[src/rtl/mc_controller_pkg.sv]
// Shared encodings for the multi-cycle controller: instruction codes, ALU/memory/PC
// mode codes, datapath select codes, FSM state encodings and the decoded-control record.
package mc_controller_pkg;

    localparam logic [5:0] OP_RTYPE = 6'h00;
    localparam logic [5:0] OP_ORI   = 6'h0D;
    localparam logic [5:0] OP_LW    = 6'h23;
    localparam logic [5:0] OP_SW    = 6'h2B;
    localparam logic [5:0] OP_SB    = 6'h28;
    localparam logic [5:0] OP_BEQ   = 6'h04;
    localparam logic [5:0] OP_LUI   = 6'h0F;
    localparam logic [5:0] OP_JAL   = 6'h03;

    localparam logic [5:0] FN_ADD   = 6'h20;
    localparam logic [5:0] FN_SUB   = 6'h22;
    localparam logic [5:0] FN_JR    = 6'h08;

    localparam logic [5:0] ALU_ADDU = 6'd0;
    localparam logic [5:0] ALU_SUBU = 6'd1;
    localparam logic [5:0] ALU_OR   = 6'd2;
    localparam logic [5:0] ALU_LUI  = 6'd3;
    localparam logic [5:0] ALU_EQU  = 6'd4;

    localparam logic [2:0] MEM_NEG  = 3'd0;
    localparam logic [2:0] MEM_SW   = 3'd1;
    localparam logic [2:0] MEM_SB   = 3'd2;

    localparam logic [2:0] MODE_NORM   = 3'd0;
    localparam logic [2:0] MODE_LOGI   = 3'd1;
    localparam logic [2:0] MODE_JMODE  = 3'd2;
    localparam logic [2:0] MODE_JRMODE = 3'd3;

    // Datapath mux select codes, shared with the single-cycle controller.
    localparam logic [2:0] A_RS       = 3'd0;
    localparam logic [2:0] A_PC       = 3'd1;
    localparam logic [2:0] B_RT       = 3'd0;
    localparam logic [2:0] B_IMM_ZEXT = 3'd1;
    localparam logic [2:0] B_IMM_SEXT = 3'd2;
    localparam logic [2:0] B_FOUR     = 3'd3;
    localparam logic [2:0] WT_RD      = 3'd0;
    localparam logic [2:0] WT_RT      = 3'd1;
    localparam logic [2:0] WT_RA      = 3'd2;
    localparam logic [2:0] WD_ALU     = 3'd0;
    localparam logic [2:0] WD_MEM     = 3'd1;

    typedef enum logic [2:0] {
        S_IF  = 3'd0,
        S_ID  = 3'd1,
        S_EX  = 3'd2,
        S_MEM = 3'd3,
        S_WB  = 3'd4
    } state_t;

    typedef enum logic [3:0] {
        I_ADD, I_SUB, I_JR, I_ORI, I_LW, I_SW, I_SB, I_BEQ, I_LUI, I_JAL, I_UNK
    } instr_t;

    typedef struct packed {
        instr_t     instr;
        logic [5:0] alu_op;
        logic [2:0] a_sel;
        logic [2:0] b_sel;
        logic [2:0] wt_sel;
        logic [2:0] wd_sel;
    } decode_t;

    function automatic logic is_mem_instr(input instr_t i);
        return (i == I_LW) || (i == I_SW) || (i == I_SB);
    endfunction

endpackage

[src/rtl/mc_decode.sv]
// Combinational opcode/func decode into instruction class, ALU operation and datapath selects.
module mc_decode
    import mc_controller_pkg::*;
(
    input  logic [5:0] opcode,
    input  logic [5:0] func,
    output decode_t    dec
);

    always_comb begin
        // NOTE: the full default first keeps every field assigned on every path, so no latch is inferred.
        dec = '{instr: I_UNK, alu_op: ALU_ADDU, a_sel: A_RS, b_sel: B_RT, wt_sel: WT_RD, wd_sel: WD_ALU};
        case (opcode)
            OP_RTYPE: begin
                case (func)
                    FN_ADD: dec.instr = I_ADD;
                    FN_SUB: begin
                        dec.instr  = I_SUB;
                        dec.alu_op = ALU_SUBU;
                    end
                    FN_JR:  dec.instr = I_JR;
                    default: ;
                endcase
            end
            OP_ORI: begin
                dec.instr  = I_ORI;
                dec.alu_op = ALU_OR;
                dec.b_sel  = B_IMM_ZEXT;
                dec.wt_sel = WT_RT;
            end
            OP_LUI: begin
                dec.instr  = I_LUI;
                dec.alu_op = ALU_LUI;
                dec.b_sel  = B_IMM_ZEXT;
                dec.wt_sel = WT_RT;
            end
            OP_LW: begin
                dec.instr  = I_LW;
                dec.b_sel  = B_IMM_SEXT;
                dec.wt_sel = WT_RT;
                dec.wd_sel = WD_MEM;
            end
            OP_SW: begin
                dec.instr = I_SW;
                dec.b_sel = B_IMM_SEXT;
            end
            OP_SB: begin
                dec.instr = I_SB;
                dec.b_sel = B_IMM_SEXT;
            end
            OP_BEQ: begin
                dec.instr  = I_BEQ;
                dec.alu_op = ALU_EQU;
            end
            OP_JAL: begin
                // Link address pc+4 is formed by the ALU and written to $31.
                dec.instr  = I_JAL;
                dec.a_sel  = A_PC;
                dec.b_sel  = B_FOUR;
                dec.wt_sel = WT_RA;
            end
            default: ;
        endcase
    end

endmodule

[src/rtl/mc_controller.sv]
// Multi-cycle controller: IF/ID/EX/MEM/WB sequencing with memory handshake and a retire counter.
module mc_controller
    import mc_controller_pkg::*;
(
    input  logic        clk,
    input  logic        reset,
    input  logic [5:0]  opcode,
    input  logic [5:0]  func,
    input  logic        memReady,
    output logic        memReq,
    output logic        irWE,
    output logic        pcWE,
    output logic        grfWE,
    output logic [2:0]  memWrite,
    output logic [5:0]  aluOp,
    output logic [2:0]  mode,
    output logic [2:0]  AChoose,
    output logic [2:0]  BChoose,
    output logic [2:0]  wtChoose,
    output logic [2:0]  wdataChoose,
    output logic [2:0]  state,
    output logic        instrDone,
    output logic [31:0] instCount
);

    state_t     cur;
    state_t     nxt;
    logic [4:0] st_hot;
    decode_t    dec;

    mc_decode u_decode (
        .opcode (opcode),
        .func   (func),
        .dec    (dec)
    );

    assign st_hot      = 5'b00001 << cur;
    assign state       = cur;
    assign aluOp       = dec.alu_op;
    assign AChoose     = dec.a_sel;
    assign BChoose     = dec.b_sel;
    assign wtChoose    = dec.wt_sel;
    assign wdataChoose = dec.wd_sel;
    assign instrDone   = pcWE;

    // Enables depend on memReady in the same cycle, so they are decoded combinationally.
    always_comb begin
        nxt      = cur;
        memReq   = 1'b0;
        irWE     = 1'b0;
        pcWE     = 1'b0;
        grfWE    = 1'b0;
        memWrite = MEM_NEG;
        mode     = MODE_NORM;
        if (!reset) begin
            case (1'b1)
                st_hot[S_IF]: begin
                    memReq = 1'b1;
                    if (memReady) begin
                        irWE = 1'b1;
                        nxt  = S_ID;
                    end
                end
                st_hot[S_ID]: begin
                    if (dec.instr == I_UNK) begin
                        pcWE = 1'b1;
                        nxt  = S_IF;
                    end else begin
                        nxt  = S_EX;
                    end
                end
                st_hot[S_EX]: begin
                    if (dec.instr == I_BEQ) begin
                        pcWE = 1'b1;
                        mode = MODE_LOGI;
                        nxt  = S_IF;
                    end else if (dec.instr == I_JR) begin
                        pcWE = 1'b1;
                        mode = MODE_JRMODE;
                        nxt  = S_IF;
                    end else if (is_mem_instr(dec.instr)) begin
                        nxt  = S_MEM;
                    end else begin
                        nxt  = S_WB;
                    end
                end
                st_hot[S_MEM]: begin
                    memReq = 1'b1;
                    if (memReady) begin
                        if (dec.instr == I_LW) begin
                            nxt = S_WB;
                        end else begin
                            memWrite = (dec.instr == I_SW) ? MEM_SW : MEM_SB;
                            pcWE     = 1'b1;
                            nxt      = S_IF;
                        end
                    end
                end
                st_hot[S_WB]: begin
                    grfWE = 1'b1;
                    pcWE  = 1'b1;
                    mode  = (dec.instr == I_JAL) ? MODE_JMODE : MODE_NORM;
                    nxt   = S_IF;
                end
                default: nxt = S_IF;
            endcase
        end
    end

    always_ff @(posedge clk) begin
        // NOTE: state registers use non-blocking assignments so every flop samples pre-edge values.
        if (reset) begin
            cur       <= S_IF;
            instCount <= '0;
        end else begin
            cur <= nxt;
            if (pcWE) begin
                instCount <= instCount + 32'd1;
            end
        end
    end

endmodule
[config.mk]
export PLATFORM = sky130hd
export DESIGN_NAME = mc_controller
export DESIGN_NICKNAME = d
export VERILOG_FILES = /design/src/rtl/mc_controller_pkg.sv /design/src/rtl/mc_decode.sv /design/src/rtl/mc_controller.sv
export SDC_FILE = /design/constraint.sdc
export NUM_CORES = 1
export LEC_CHECK = 0
export CAP_MARGIN = 20
export CORE_MARGIN = 1.5
export CORE_UTILIZATION = 47
export CTS_CLUSTER_SIZE = 24
export DETAILED_ROUTE_END_ITERATION = 12
export PLACE_DENSITY = 0.81
export SLEW_MARGIN = 20
export SYNTH_ARGS = -nofsm -noshare
export SYNTH_HDL_FRONTEND = slang
export SYNTH_SLANG_ARGS = --single-unit
[constraint.sdc]
create_clock -name clk -period 2.9 [get_ports clk]
set_input_delay 0.29 -clock clk [delete_from_list [all_inputs] [get_ports clk]]
set_output_delay 0.29 -clock clk [all_outputs]
set_load 0.01 [all_outputs]
==> flow_summary.json <==
{
  "ys_seq_area_share_pct": 28.4,
  "synth_ff_type": "dfxtp_1",
  "numPortBuffers": 67,
  "yosys-top-cells-area": "dfxtp_1, a21oi_1, buf_4",
  "final.setup.tns_ns": 0,
  "fin_crit_ns": 2.84,
  "power.total_mw": 1.01,
  "fp.dieH_um": 75.4,
  "cts_buffer_depth": 2,
  "syn-instance-count": 322,
  "fill_cells": 426,
  "vdd_drop_max_uv": 301,
  "yosysTopAreaCellShare_pct": 28.4,
  "clockRootBuffer": "clkbuf_8",
  "grt_max_degree": 47,
  "core_area_sq_mm": 0.00507,
  "path_class": "input port to output port",
  "worstSkewPairLatency_ns": 0.29,
  "start_kind": "input port",
  "hold_violations": 0,
  "hold_buffers": 0,
  "fin_cells": 480,
  "dpl_cell_area_sq_mm": 0.00332,
  "layout_common_cells": "clkdlybuf4s50_1, buf_4, dfxtp_1",
  "whs_path_depth": 2,
  "skew_ns": 0.00445,
  "outcome": "completed",
  "stdcell_area_sq_mm": 0.00347,
  "numCtsBuffers": 5,
  "yosysWarnings": 0,
  "syn_area_sq_mm": 0.00246,
  "place_hpwl_um": 5120,
  "grt_pass1_vias": 2406,
  "routed_wirelength_um": 6970,
  "rsz0062_at_grt": "yes",
  "vias_per_cell": 5.77,
  "setup_violations": 0,
  "synthDistinctLibCells": 58,
  "startpoint": "opcode[0]",
  "cp-end-kind": "output port",
  "fp.dieW_um": 75.4,
  "powerDensity_mw_per_mm2": 291,
  "drv_slew": 0,
  "place_inst": 470,
  "max-slew-margin-rel_pct": 67.2,
  "diodes": 0,
  "drt_first_iter_violations": 272,
  "globalRouteOverflowTotal": 0,
  "wl_per_cell_um": 14.5,
  "critical_path_required_ns": 2.61,
  "min_from": "instCount[31]$_SDFFE_PP0P_",
  "postRouteAntennaNets": 0,
  "worst_pin_slew_ns": 0.486,
  "max_cap_violations": 0,
  "worstPathMaxFanout": 3,
  "gp_congestion": 0.857,
  "die-area_sq_mm": 0.00569,
  "grt_usage_pct": 24.1,
  "initial_core_util_pct": 48.6,
  "reg2regPathDepth": 8,
  "yosys_register_bits": 35,
  "hp-class": "flip-flop to flip-flop",
  "fin_nets": 425,
  "fin_crit_sh_pct": 98.0,
  "r2r-start": "state[1]$_SDFFE_PP0P_",
  "avgSynthCellArea_sq_um": 7.65,
  "clk_pin_slew_ns": 0.07,
  "synth_largest_area_cell": "dfxtp_1",
  "drcViolationCount": 0,
  "antenna_found_initial": 0,
  "power_leakage_nw": 1.25,
  "synthArstFlopShare_pct": 0,
  "htree_levels": 2,
  "max_freq_ghz": 0.352,
  "synth-edff-count": 0,
  "cts_tree": "built",
  "final_common_cell": "clkdlybuf4s50_1",
  "vias": 2771,
  "rows": 26,
  "grt_pass1_wl_um": 10700,
  "io_pins": 79,
  "cts.sinks": 35,
  "r2r_setup_slack_ns": 0.35,
  "first_pass_iters": 4,
  "synthToLayoutAreaGrowth_pct": 40.7,
  "drive_gt1_share_pct": 17.3,
  "cp.arrival_ns": 2.55
}
metal layers:
layer  wire [um]  track usage, %  vias to the layer above
li1            -               -                     1352
met1        3080            31.9                     1322
met2        3430            40.5                       88
met3         357            3.97                        9
met4          93            6.75                        0
met5           0               0                        -
what timing repair did:
action / CTS / global route
gates resized for setup: 4 / 15
pin swaps: 0 / 8
setup endpoints to repair: 4 / 5
hold endpoints to repair: 0 / 0
buffers inserted: 0 / 2
critical path, stage by stage:
cell             delay, ns
clkdlybuf4s50_1       0.50
buf_4                 0.12
nand4b_1              0.16
or3_4                 0.38
inv_1                 0.10
o22ai_2               0.11
nor4_2                0.33
a21o_1                0.20
nor2_1                0.07
dlygate4sd2_1         0.28
power breakdown:
part	internal, mW	total, mW	switching, mW
clock	0.169	0.347	0.179
combinational	0.0797	0.174	0.0946
sequential	0.483	0.487	0.00454
total	0.731	1.01	0.278
worst paths after layout:
check,end
max reg2reg,instCount[29]$_SDFFE_PP0P_
min reg2reg,instCount[31]$_SDFFE_PP0P_
max,pcWE
min,instCount[31]$_SDFFE_PP0P_
cell usage after synthesis (10+ instances only):
| master | instances |
|---|---|
| a21oi_1 | 30 |
| buf_4 | 14 |
| clkbuf_1 | 11 |
| dfxtp_1 | 35 |
| inv_1 | 18 |
| nand2_1 | 22 |
| nand3_1 | 19 |
| nand4_1 | 10 |
| nor2_1 | 21 |
| nor3_1 | 13 |
| o31ai_1 | 13 |
| or4_1 | 13 |
state kept, by name (all words and copies together), names as in the netlist:
register and cells:
state 3, instCount 32
kinds of logic (layout without fill, tap and decap cells):
group                    count (synthesis)  in the layout  share of synthesized area (%)
other                                    1             11                          0.152
AO/OA/AOI/OAI                           87             87                           25.6
adder cells (fa/ha/maj)                  1              1                          0.508
flip-flops                              35             35                           28.4
AND/OR/NAND/NOR                        142            142                           32.5
multiplexers                             1              1                          0.406
buffers and inverters                   53            131                           11.7
XOR/XNOR                                 2              2                          0.711
cell type report:
class                           count  area, sq um  area share, %
Clock inverter                      1         5.00          0.144
Clock buffer                        7         76.3           2.20
Multi-Input combinational cell    244         1550           44.8
Timing Repair Buffer              105          978           28.2
Tap cell                           70         87.6           2.53
Inverter                           18         67.6           1.95
Sequential cell                    35          701           20.2
per-stage QoR:
step,utilization [%],setup WS (ns),hold slack [ns]
6_report,68.3,0.0579,0.499
5_1_grt,68.3,-0.0713,0.538
4_1_cts,67.2,0.000349,0.495
3_5_place_dp,65.5,-0.255,0.481
3_3_place_gp,65.5,-0.196,0.463
2_1_floorplan,-,0.195,0.484
(Power assumes the default switching activity.)
